[config.mk]
export PLATFORM = sky130hd
export DESIGN_NAME = flag_setting_unit
export DESIGN_NICKNAME = d
export VERILOG_FILES = /design/src/rtl/flag_setting_unit_pkg.sv /design/src/rtl/flag_next_logic.sv /design/src/rtl/flag_setting_unit.sv
export SDC_FILE = /design/constraint.sdc
export NUM_CORES = 1
export LEC_CHECK = 0
export ABC_AREA = 1
export CAP_MARGIN = 15
export CORE_MARGIN = 3
export CORE_UTILIZATION = 40
export DETAILED_ROUTE_END_ITERATION = 10
export GPL_ROUTABILITY_DRIVEN = 0
export PLACE_DENSITY_LB_ADDON = 0.2
export SLEW_MARGIN = 20
export SYNTH_ARGS = -nofsm -noshare
export SYNTH_HDL_FRONTEND = slang
export SYNTH_SLANG_ARGS = --single-unit
[constraint.sdc]
create_clock -name clk -period 0.9 [get_ports clk]
set_input_delay 0.18 -clock clk [delete_from_list [all_inputs] [get_ports clk]]
set_output_delay 0.18 -clock clk [all_outputs]
set_load 0.01 [all_outputs]
[src/rtl/flag_setting_unit_pkg.sv]
// Shared types and constants for the NZCV flag-setting unit.
// Bit order of every flag vector: [3]=N, [2]=Z, [1]=C, [0]=V.
package flag_setting_unit_pkg;

    // Packed view of the architectural flags, MSB first.
    typedef struct packed {
        logic n;
        logic z;
        logic c;
        logic v;
    } nzcv_t;

    // Bit positions inside a flag vector.
    localparam int FLAG_N = 3;
    localparam int FLAG_Z = 2;
    localparam int FLAG_C = 1;
    localparam int FLAG_V = 0;

    // Exception sequencing states: one-deep shadow only, no nesting.
    typedef enum logic [0:0] {
        NORMAL = 1'b0,
        EXC    = 1'b1
    } exc_state_t;

    // Value loaded into the flag and shadow registers on reset.
    localparam logic [3:0] RESET_FLAGS_DEFAULT = 4'b0000;

endpackage

[src/rtl/flag_next_logic.sv]
// Combinational next-value mux for the flag register.
// A taken restore wins over any ALU commit; otherwise the N,Z and C,V groups
// are replaced independently under their own write enables.
module flag_next_logic
    import flag_setting_unit_pkg::*;
#(
    parameter int FLAG_W = 4
) (
    input  logic [FLAG_W-1:0] flags,
    input  logic [FLAG_W-1:0] shadow,
    input  logic [FLAG_W-1:0] alu_flags,
    input  logic              commit,
    input  logic [1:0]        flag_w,
    input  logic              restore,
    output logic [FLAG_W-1:0] next_flags
);

    // Select restore source, else merge committed groups into current flags.
    always_comb begin
        next_flags = flags;
        if (restore) begin
            next_flags = shadow;
        end else if (commit) begin
            if (flag_w[1]) begin
                next_flags[FLAG_N:FLAG_Z] = alu_flags[FLAG_N:FLAG_Z];
            end
            if (flag_w[0]) begin
                next_flags[FLAG_C:FLAG_V] = alu_flags[FLAG_C:FLAG_V];
            end
        end
    end

endmodule

[src/rtl/flag_setting_unit.sv]
// Architectural NZCV flag register with a one-deep exception shadow.
// Optional build macro FLAG_SETTING_BYPASS_EN: when defined, flags_out shows
// the value the flag register will hold after the current edge (zero-latency
// forwarding); when undefined, flags_out is the flag register itself.
// Sequencing errors (save while in EXC, restore while in NORMAL) are sticky
// until reset.
module flag_setting_unit
    import flag_setting_unit_pkg::*;
#(
    parameter int               FLAG_W      = 4,
    parameter logic [FLAG_W-1:0] RESET_FLAGS = RESET_FLAGS_DEFAULT
) (
    input  logic              clk,
    input  logic              rst,
    input  logic [FLAG_W-1:0] alu_flags,
    input  logic              alu_valid,
    input  logic [1:0]        flag_w,
    input  logic              cond_ex,
    input  logic              stall,
    input  logic              flush,
    input  logic              save,
    input  logic              restore,
    output logic [FLAG_W-1:0] flags_out,
    output logic              in_exc,
    output logic              seq_err
);

    logic [FLAG_W-1:0] flags_q;
    logic [FLAG_W-1:0] shadow_q;
    logic [FLAG_W-1:0] next_flags;
    logic              seq_err_q;
    exc_state_t        state_q;
    exc_state_t        state_d;

    logic commit;
    logic do_save;
    logic do_restore;
    logic bad_seq;

    // Qualify the ALU commit and decode the exception controls against state.
    always_comb begin
        commit     = alu_valid & cond_ex & ~stall & ~flush;
        do_save    = (state_q == NORMAL) & save;
        do_restore = (state_q == EXC) & restore;
        bad_seq    = ((state_q == EXC) & save) | ((state_q == NORMAL) & restore);
    end

    flag_next_logic #(
        .FLAG_W (FLAG_W)
    ) u_next (
        .flags      (flags_q),
        .shadow     (shadow_q),
        .alu_flags  (alu_flags),
        .commit     (commit),
        .flag_w     (flag_w),
        .restore    (do_restore),
        .next_flags (next_flags)
    );

    // Flag, shadow and sticky-error registers; reset overrides everything.
    always_ff @(posedge clk) begin
        if (!rst) begin
            flags_q   <= RESET_FLAGS;
            shadow_q  <= RESET_FLAGS;
            seq_err_q <= 1'b0;
        end else begin
            flags_q <= next_flags;
            if (do_save) begin
                shadow_q <= next_flags;
            end
            if (bad_seq) begin
                seq_err_q <= 1'b1;
            end
        end
    end

    // FSM state register.
    always_ff @(posedge clk) begin
        if (!rst) begin
            state_q <= NORMAL;
        end else begin
            state_q <= state_d;
        end
    end

    // FSM next state: save enters EXC from NORMAL, restore leaves it.
    always_comb begin
        state_d = state_q;
        case (state_q)
            NORMAL:  if (save)    state_d = EXC;
            EXC:     if (restore) state_d = NORMAL;
            default: state_d = NORMAL;
        endcase
    end

    // FSM outputs and flag presentation to the conditional unit.
    always_comb begin
        in_exc  = (state_q == EXC);
        seq_err = seq_err_q;
`ifdef FLAG_SETTING_BYPASS_EN
        flags_out = rst ? next_flags : RESET_FLAGS;
`else
        flags_out = flags_q;
`endif
    end

endmodule
# After elaboration in Yosys (flattened, before gate mapping)
# Cells that the tools add are included.
# totals
input_bits	14
latchBits	0
mem_bits_rw	0
mem_count	0
rom_bits	0
regBits	10
out_inout_bits	6
# classes
addsub	0
n_shift	0
n_reduce_logical	0
mux	7
bitwise_logic	11
n_lt_le_gt_ge	0
multipliers	0
n_eq_ne	0
n_div	0
# op_table
cell	count
4-bit 2-to-1 mux	2
1-bit bitwise AND	7
2-bit 2-to-1 mux	2
1-bit inverter	3
1-bit 2-to-1 mux	2
1-bit one-hot mux with 2 select lines	1
1-bit bitwise OR	1

# Longest topological paths before layout
# Gate-level depths: netlist (run 1).
# logic_depth
ltp_word	5
mapped_depth	9

# Cells and area by module
# Synthesis (run 1) repeated with hierarchy kept, for this count alone.
# unflattened
cells_unflattened	85
hier_area_um2	515.5
# by_module_without_submodules
mod	cells_per_inst	seq_area_each_um2	area_per_inst_um2	instances
flag_setting_unit	54	200.2	389.1	1
flag_next_logic	31	0.0	126.4	1

# Worst setup path after synthesis (run 1)
# No wires, ideal clock.
# synth_path
path_kind	register to register
startpoint	register state_q (netlist: in_exc)
endpoint	register shadow_q[2]
slack_ns	-0.007
path_buffers	0
t_arrival_ns	0.799
stages_incl_launch_ff	6
path_cell_list	dfxtp_1 > nand2_2 > nand3_1 > nand3_1 > nand2_1 > inv_1
# synth_via
elab_chain_len	2
word_cells_on_any_way	4
# synth_lines
item	line_no	text
start: declaration	flag_setting_unit.sv:32	exc_state_t state_q;
start signal: assignment	flag_setting_unit.sv:82	state_q <= state_d;
1-bit bitwise AND or 1-bit inverter (tied branches)	flag_setting_unit.sv:44, flag_setting_unit.sv:43	
4-bit 2-to-1 mux or 1-bit bitwise AND (tied branches)	flag_next_logic.sv:21, flag_setting_unit.sv:43	
end signal: assignment	flag_setting_unit.sv:69	shadow_q <= next_flags;
end: declaration	flag_setting_unit.sv:29	logic [FLAG_W-1:0] shadow_q;
# Several ways; a longest one is shown, not always the timed one.
# A chain may end at the register's enable or synchronous reset.

# Worst setup path in the final report (run 1)
# Ends and elaborated chain as after synthesis.

==> impl_results.md, run 1 <==
* Clock network power share at 28.4%
* CTS HTree Levels at 1
* Tot GR Track Use at 16.80%
* Initial antenna violation count at 0
* GRT overflow at 0
* P_int at 763.2 µW
* Post-Synth Adder-Cell Area at 0%
* PnR worst setup slack at -76.94 ps
* Core area at 0.001171 mm²
* Synth area leaders: dfxtp_1 38%, nand2_1 23%, inv_1 8.5%, nor2_1 7.8%, nand2_2 4.7%
* Element type at the critical path end: flip-flop
* Switching pwr at 297.7 µW
* Ys Warns at 0
* Failing checks: setup timing
* Crit Path Max Fanout at 5
* Final setup violation count at 9
* Largest net degree at the start of global routing at 10
* Design Area, Final at 873.3 µm²
* Post-synthesis mux area share at 0%
* Drt initial violations at 4
* Root Driver: clkbuf_4
* Commonest cells after routing, fill and taps aside: 27 x nand2_1, 11 x inv_1, 9 x nand2_2, 9 x buf_6, 8 x nor2_1
* CP Class: flip-flop to flip-flop
* Synth Area in Simple Gates at 43.87%
* Cell accounting for the most synthesized area: dfxtp_1
* Final period util at 108.5%
* Vias at 603
* Row Count at 12
* First-pass GRT wire length at 2325 µm
* Setup Total Neg Slack at -334.9 ps
* Min Tclk post-route at 976.9 ps
* Largest family of logic cells by synthesized area: simple AND/OR/NAND/NOR gates
* CTS Buffer Depth at 2
* Die width at 42.42 µm
* HP Start: save
* Worst slack at placement at -413.3 ps
* Skew final at 2.959 ps
* Sequential power share at 46.4%
* Max_cap viols at 0
* Worst Tran Pin Value at 177.7 ps
* Ant diodes at 0
* Total wire length at 1372 µm
* Commonest non-fill, non-tap cell in the layout: nand2_1
* CP required at 1070 ps
* Initial core utilization at 45.30%
* Register area share after synthesis at 37.74%
* Mapped Cells at 88
* Outcome: complete, but fails checks
* Worst min path class: input port to flip-flop
* Antenna Nets Post-Route at 0
* Crit. Startpoint: in_exc
* Compound-Gate Fraction of Synth Area at 7.075%
* Clock-pin slew on the worst setup and hold paths at 60 ps
* Pwr per Cell Area at 1215 mW/mm²
* Synthesized flop and latch total at 10
* Worst path arrival time at 1140 ps
* Syn avg cell area at 6.029 µm²
* Port Buffers at 19
* Mapped Area at 530.5 µm²
* Fin. Hold Viols at 0
* Number of global-route vias before repair at 611
* Fraction of final layout cells sized beyond drive strength 1 at 37.07%
* Clock Latency Late Sink at 270 ps
* I/O pins at 20
* Fin nets at 132
* Distinct cells, synth at 12
* Worst slew margin at 88.08%
* FF-to-FF Start: in_exc
* Leak at 0.0004808 µW
* Switching Fraction at 28.06%
* Slew Viols, Final at 0
* Mapped Nets at 102
* Fmax at 1.024 GHz
* RSZ-0062 raised after global routing: true
* Die H at 42.42 µm
* Wire per inst at 10.55 µm
* DRC at 0
* Layout area overhead at 64.62%
* Fillcell total at 111
* CTS Sinks at 10
* Xor/xnor share of the synthesized area at 0%
* CTS tree: yes
* Logic gate share of total power at 25.1%
* CTS Buf Count at 3
* Vias/cell at 4.638
* Area after DPL at 784.5 µm²
* Postcts setup bufs at 0
* Worst setup SP type: flip-flop
* Max IR drop VDD at 0.8456 mV
* HPWL Detailed at 945.7 µm
* Area fraction of the dominant cell type after synthesis at 37.74%
* 1st-pass router iterations at 2
* Die Area at 0.001799 mm²
layer usage:
metal	GRT usage (%)	vias up	routed length, µm
li1	-	322	-
met4	9.317	0	38
met3	4.721	5	69
met5	0	-	0
met2	28.57	13	668
met1	18.46	263	596
what timing repair did:
| item | 4_1_cts | 5_1_grt |
|---|---|---|
| endpoints found under the hold margin | 0 | 0 |
| pin swaps | 11 | 10 |
| endpoints found under the setup margin | 14 | 16 |
| hold buffers | 0 | 0 |
| gates resized for setup | 46 | 16 |
worst paths after layout:
path                                     to  slack [ps]  cells past startpoint
worst max register to register  shadow_q[2]         -80                      7
worst min register to register      seq_err         470                      2
worst max-delay path            shadow_q[2]         -80                      7
worst min-delay path                 in_exc         330                      4
kinds of logic (layout without fill, tap and decap cells):
logic type             Yosys count  count (layout)
and+or+nand+nor                 55              55
buffers and inverters           16              44
DFF                             10              10
AOI/OAI and AO/OA                7               7
layout make-up:
class / count / area [µm²] / area share [%]
well taps: 14 / 17.52 / 2.006
inverters: 16 / 62.56 / 7.163
repair buffers: 25 / 246.5 / 28.22
flip-flops and latches: 10 / 207.7 / 23.78
multi-input cells: 62 / 316.6 / 36.25
clock buffers: 3 / 22.52 / 2.579
registers in the layout, summed over array words and instances, names as in the netlist:
register and flops:
in_exc 1, shadow_q 4, flags_out 4, seq_err 1
power groups by stage:
stage | Sequential, µW | Clock [µW] | Combinational (µW)
2_1_floorplan | 503 | 0 | 104
3_3_place_gp | 493 | 0 | 237
3_5_place_dp | 494 | 0 | 242
4_1_cts | 488 | 307 | 245
5_1_grt | 496 | 322 | 296
6_report | 493 | 302 | 267
synth_stat cells:
library cell,instances
a211oi_1,1
a21oi_1,4
dfxtp_1,10
inv_1,12
inv_2,4
nand2_1,33
nand2_2,4
nand3_1,5
nor2_1,11
nor2_2,1
nor2_4,1
o21ai_1,2
through the flow:
stage	hold WS, ps	total power [µW]	instances	util [%]
finish	330.9	1061	130	74.57
global route	367.3	1113	130	74.57
CTS	450.6	1040	130	70.09
detailed placement	446.0	735.2	127	66.99
global placement	440.1	729.6	127	66.99
floorplan	285.5	606.8	88	-
critical path, stage by stage (launching register included):
cell     delay [ps]
dfxtp_2         330
buf_6           130
nand2_4         100
inv_4            60
nand2_1          70
nand3_1          90
nand2_1          70
inv_1            30
Power figures use the tool's default switching activity.
==> run 2, diff against run 1 <==
CTS_CLUSTER_DIAMETER = 100   (was default)
GPL_TIMING_DRIVEN = 0   (was default)
==> impl_results.md, run 2 (same netlist as run 1, synthesis figures left out) <==
* Worst-path cell chain: nand2_4 -> inv_6 -> nand2_1 -> nand3_2 -> nand2_1 -> inv_1 (was buf_6 -> nand2_4 -> inv_4 -> nand2_1 -> nand3_1 -> nand2_1 -> inv_1)
* Worst path arrival time at 1100 ps (was 1140 ps)
* Fmax at 1.060 GHz (was 1.024 GHz)
* First-pass GRT wire length at 2097 µm (was 2325 µm)
* Final setup violation count at 4 (was 9)
* Worst min path class: input port to flip-flop (unchanged)
* Commonest non-fill, non-tap cell in the layout: nand2_1 (unchanged)
* Largest net degree at the start of global routing at 10 (unchanged)
* Port Buffers at 19 (unchanged)
* Die H at 42.42 µm (unchanged)
* Pwr per Cell Area at 1322 mW/mm² (was 1215 mW/mm²)
* Initial antenna violation count at 0 (unchanged)
* Commonest cells after routing, fill and taps aside: 28 x nand2_1, 11 x nor2_1, 10 x inv_1 (was 27 x nand2_1, 11 x inv_1, 9 x nand2_2, 9 x buf_6, 8 x nor2_1)
* Element type at the critical path end: flip-flop (unchanged)
* Row Count at 12 (unchanged)
* CTS Buf Count at 3 (unchanged)
* Final Util at 72.76% (was 74.57%)
* RSZ-0062 raised after global routing: true (unchanged)
* Outcome: complete, but fails checks (unchanged)
* Slowest stage cell, crit path: dfxtp_4 (was dfxtp_2)
* Failing checks: setup timing (unchanged)
* Slew Viols, Final at 0 (unchanged)
* DRC at 0 (unchanged)
* Wire per inst at 10.24 µm (was 10.55 µm)
* CTS HTree Levels at 1 (unchanged)
* Skew final at 1.936 ps (was 2.959 ps)
* Vias/cell at 4.480 (was 4.638)
* Total wire length at 1300 µm (was 1372 µm)
* Fraction of final layout cells sized beyond drive strength 1 at 37.17% (was 37.07%)
* Layout area overhead at 60.61% (was 64.62%)
* Max_cap viols at 0 (unchanged)
* Tot GR Track Use at 14.81% (was 16.80%)
* 1st-pass router iterations at 4 (was 2)
* GRT overflow at 0 (unchanged)
* Critical path's most frequent cell: nand2_1 (unchanged)
* HPWL Detailed at 824.9 µm (was 945.7 µm)
* Reg-to-reg setup timing slack at -40 ps (was -80 ps)
* CTS Sinks at 10 (unchanged)
* PnR worst setup slack at -43.23 ps (was -76.94 ps)
* Worst Tran Pin Value at 237.4 ps (was 177.7 ps)
* Antenna Nets Post-Route at 0 (unchanged)
* Die width at 42.42 µm (unchanged)
* Hold_ws at 442.7 ps (was 330.9 ps)
* Ant diodes at 0 (unchanged)
* Initial core utilization at 45.30% (unchanged)
* CTS tree: yes (unchanged)
* Drt initial violations at 13 (was 4)
* Crit Path Max Fanout at 5 (unchanged)
* Worst setup SP type: flip-flop (unchanged)
* Fin. Hold Viols at 0 (unchanged)
* Root Driver: clkbuf_4 (unchanged)
* CP required at 1060 ps (was 1070 ps)
* Max IR drop VDD at 1.129 mV (was 0.8456 mV)
* Fin nets at 128 (was 132)
* CP Class: flip-flop to flip-flop (unchanged)
* Worst slack at placement at -418.3 ps (was -413.3 ps)
* Slowest stage delay, CP at 370 ps (was 330 ps)
* Clock Latency Late Sink at 260 ps (was 270 ps)
* Worst slew margin at 84.14% (was 88.08%)
* I/O pins at 20 (unchanged)
* CTS Buffer Depth at 2 (unchanged)
* Die Area at 0.001799 mm² (unchanged)
* Number of global-route vias before repair at 558 (was 611)
* Core area at 0.001171 mm² (unchanged)
* Min Tclk post-route at 943.2 ps (was 976.9 ps)
* Final period util at 104.8% (was 108.5%)
* Leak at 0.0004551 µW (was 0.0004808 µW)
* Clock-pin slew on the worst setup and hold paths at 70 ps (was 60 ps)
* Vias at 569 (was 603)
[run 2: routing by layer]
metal | global-route usage [%] | vias to the layer above | part of all wire [%]
li1 | - | 312 | -
met1 | 15.46 | 241 | 41
met2 | 26.44 | 14 | 52
met3 | 5.579 | 2 | 6.5
met4 | 5.590 | 0 | 0.46
met5 | 0 | - | 0
[run 2: critical path: cells and delay by family, from the launching register on]
family,cells,cell delay [ps]
simple gates,4,380
flops,1,370
buf+inv,2,80
[run 2: path summary, 6_finish.rpt]
path            from     endpoint  cells past startpoint
max           in_exc  shadow_q[2]                      6
min             save       in_exc                      4
max reg2reg   in_exc  shadow_q[2]                      6
min reg2reg  seq_err      seq_err                      2
[run 2: report_power, final]
group	total [µW]	internal [µW]	switching (µW)
Clock	391	245	146
Sequential	495	472	22.5
Combinational	240	118	123
Total	1130	835	291
[run 2: final cells by class]
cell class                 count  area, µm²
multi-input combinational     62      326.6
fill                          98      319.1
timing repair buffer          21      196.4
tap                           14      17.52
clock buffer                   4      36.28
sequential                    10      210.2
inverter                      16      65.06
[run 2: stage by stage]
step | setup TNS [ps] | instance area, µm² | instances | total power [µW]
2_1_floorplan | 0 | 531.8 | 88 | 606.8
3_3_place_gp | -4014 | 739.5 | 121 | 709.5
3_5_place_dp | -4124 | 739.5 | 121 | 713.1
4_1_cts | -125.8 | 799.5 | 126 | 1105
5_1_grt | -600.3 | 852.1 | 127 | 1194
6_report | -134.1 | 852.1 | 127 | 1126
[run 2: timing repair]
action	4_1_cts	5_1_grt
setup buffers	1	1
gates resized for setup	46	15
setup endpoints to repair	14	15
pin swaps	8	5
hold endpoints to repair	0	0
hold buffers	0	0
==> run 3, diff against run 2 <==
clock period = 1.2 ns   (was 0.9 ns; I/O delays follow)
==> impl_results.md, run 3 (same netlist as run 1, synthesis figures left out) <==
* Worst Tran Pin Value at 191.7 ps (was 237.4 ps)
* Worst min path class: flip-flop to flip-flop (was input port to flip-flop)
* Worst path arrival time at 940 ps (was 1100 ps)
* Power Total at 818.8 µW (was 1126 µW)
* Drt initial violations at 11 (was 13)
* Postcts setup bufs at 0 (was 1)
* Initial antenna violation count at 0 (unchanged)
* Crit Path Max Fanout at 4 (was 5)
* P_int at 617.8 µW (was 835.1 µW)
* Clock Latency Late Sink at 260 ps (about the same)
* Fin. Hold Viols at 0 (unchanged)
* Max_cap viols at 0 (unchanged)
* Skew final at 0.8433 ps (was 1.936 ps)
* Leak at 0.0004223 µW (was 0.0004551 µW)
* FF-to-FF Start: flags_out[2] (was in_exc)
* CTS HTree Levels at 1 (unchanged)
* Worst Reg-to-Reg Cells at 8 (was 6)
* Worst hold endpoint: seq_err (was in_exc)
* R2R Path End: shadow_q[2] (unchanged)
* Row Count at 12 (unchanged)
* Initial core utilization at 45.30% (unchanged)
* Worst slew margin at 87.19% (was 84.14%)
* Pwr per Cell Area at 1059 mW/mm² (was 1322 mW/mm²)
* Tot GR Track Use at 12.97% (was 14.81%)
* Number of global-route vias before repair at 476 (was 558)
* Fmax at 0.8500 GHz
* Logic gate share of total power at 19.2% (was 21.3%)
* Die Area at 0.001799 mm² (unchanged)
* Top delay family on crit path: flip-flops (was simple AND/OR/NAND/NOR gates)
* First-pass GRT wire length at 1863 µm (was 2097 µm)
* Final period util at 98.04%
* Port Buffers at 19 (unchanged)
* I/O pins at 20 (unchanged)
* CTS Buf Count at 3 (unchanged)
* Post-CTS Resized at 7 (was 46)
* Largest net degree at the start of global routing at 10 (unchanged)
* GRT overflow at 0 (unchanged)
* Final setup violation count at 0 (was 4)
* HP Start: seq_err (was save)
* CP Class: flip-flop to output pin (was flip-flop to flip-flop)
* Switching Fraction at 24.55% (was 25.84%)
* Buffer and inverter count on the worst path at 1 (was 2)
* Outcome: finished, final reports clean (was complete, but fails checks)
* Core area at 0.001171 mm² (unchanged)
* Total wire length at 1100 µm (was 1300 µm)
* 1st-pass router iterations at 4 (unchanged)
* Worst-path cell chain: dlygate4sd2_1 (was nand2_4 -> inv_6 -> nand2_1 -> nand3_2 -> nand2_1 -> inv_1)
* Wire per inst at 8.800 µm (was 10.24 µm)
* Reg-to-reg setup timing slack at 290 ps (was -40 ps)
* DRC at 0 (unchanged)
* Hold depth at 2 (was 4)
* Antenna Nets Post-Route at 0 (unchanged)
* Element type at the critical path end: output pin (was flip-flop)
* Worst setup SP type: flip-flop (unchanged)
* CTS Sinks at 10 (unchanged)
* Slew Viols, Final at 0 (unchanged)
* Hold buffers post-CTS at 0 (unchanged)
* Root Driver: clkbuf_4 (unchanged)
* Min Tclk post-route at 1177 ps
* Die H at 42.42 µm (unchanged)
* Commonest non-fill, non-tap cell in the layout: nand2_1 (unchanged)
* Vias/cell at 4.288 (was 4.480)
* Layout area overhead at 45.75% (was 60.61%)
* Ant diodes at 0 (unchanged)
* Slowest stage cell, crit path: dfxtp_2 (was dfxtp_4)
* Commonest cells after routing, fill and taps aside: 33 x nand2_1, 13 x clkdlybuf4s50_1, 12 x inv_1 (was 28 x nand2_1, 11 x nor2_1, 10 x inv_1)
* CTS Buffer Depth at 2 (unchanged)
* HPWL Detailed at 856.9 µm (was 824.9 µm)
* Clock network power share at 36.0% (was 34.7%)
* CP required at 960 ps (was 1060 ps)
* CTS tree: yes (unchanged)
* Clock-pin slew on the worst setup and hold paths at 60 ps (was 70 ps)
* Fin nets at 126 (was 128)
* Switching pwr at 201.0 µW (was 291.1 µW)
* Hold_ws at 455.9 ps (was 442.7 ps)
* Vias at 536 (was 569)
* Max IR drop VDD at 0.6861 mV (was 1.129 mV)
* Slowest stage delay, CP at 390 ps (was 370 ps)
* Sequential power share at 44.8% (was 43.9%)
* Fraction of final layout cells sized beyond drive strength 1 at 13.51% (was 37.17%)
* Die width at 42.42 µm (unchanged)
-- run 3: cell types whose count changed in the layout (fill, tap and decap cells not counted), sizes merged --
cell / change
clkdlybuf4s50: +8
dlygate4sd2: -2
buf: -8
-- run 3: through the flow --
stage	area [µm²]	cells	setup WS (ps)	util [%]	TNS, ps
2_1_floorplan	530.5	88	292.6	-	0
3_3_place_gp	738.2	121	-164.5	63.03	-970.6
3_5_place_dp	738.2	121	-193.1	63.03	-1134
4_1_cts	768.2	125	35.66	65.60	0
5_1_grt	773.2	125	-10.87	66.03	-10.87
6_report	773.2	125	23.47	66.03	0
-- run 3: how the worst max path moves through the flow --
stage                   start     endpoint  slack [ps]  cells after the start
global placement    alu_valid  shadow_q[0]        -160                     10
CTS                    in_exc       in_exc          40                      1
global route           in_exc       in_exc         -10                      1
finish                 in_exc       in_exc          20                      1
detailed placement  alu_valid  shadow_q[0]        -190                     10
floorplan              in_exc  shadow_q[2]         290                      5
-- run 3: power by group through the flow --
| stage | Sequential [µW] | Clock, µW | Combinational (µW) |
|---|---|---|---|
| floorplan | 377 | 0 | 77.7 |
| global placement | 372 | 0 | 159 |
| detailed placement | 373 | 0 | 162 |
| CTS | 365 | 309 | 156 |
| global route | 369 | 318 | 177 |
| finish | 367 | 295 | 157 |
-- run 3: layout make-up --
cell class	count	area [µm²]
fillers	123	397.9
multi-input cells	62	275.3
flip-flops and latches	10	201.4
repair buffers	19	182.7
inverters	16	60.06
clock buffers	4	36.28
well taps	14	17.52
-- run 3: per-layer routing --
metal / track usage [%] / wire (µm)
met4: 7.453 / 6
met5: 0 / 0
met1: 15.46 / 523
met2: 21.28 / 516
met3: 2.575 / 53
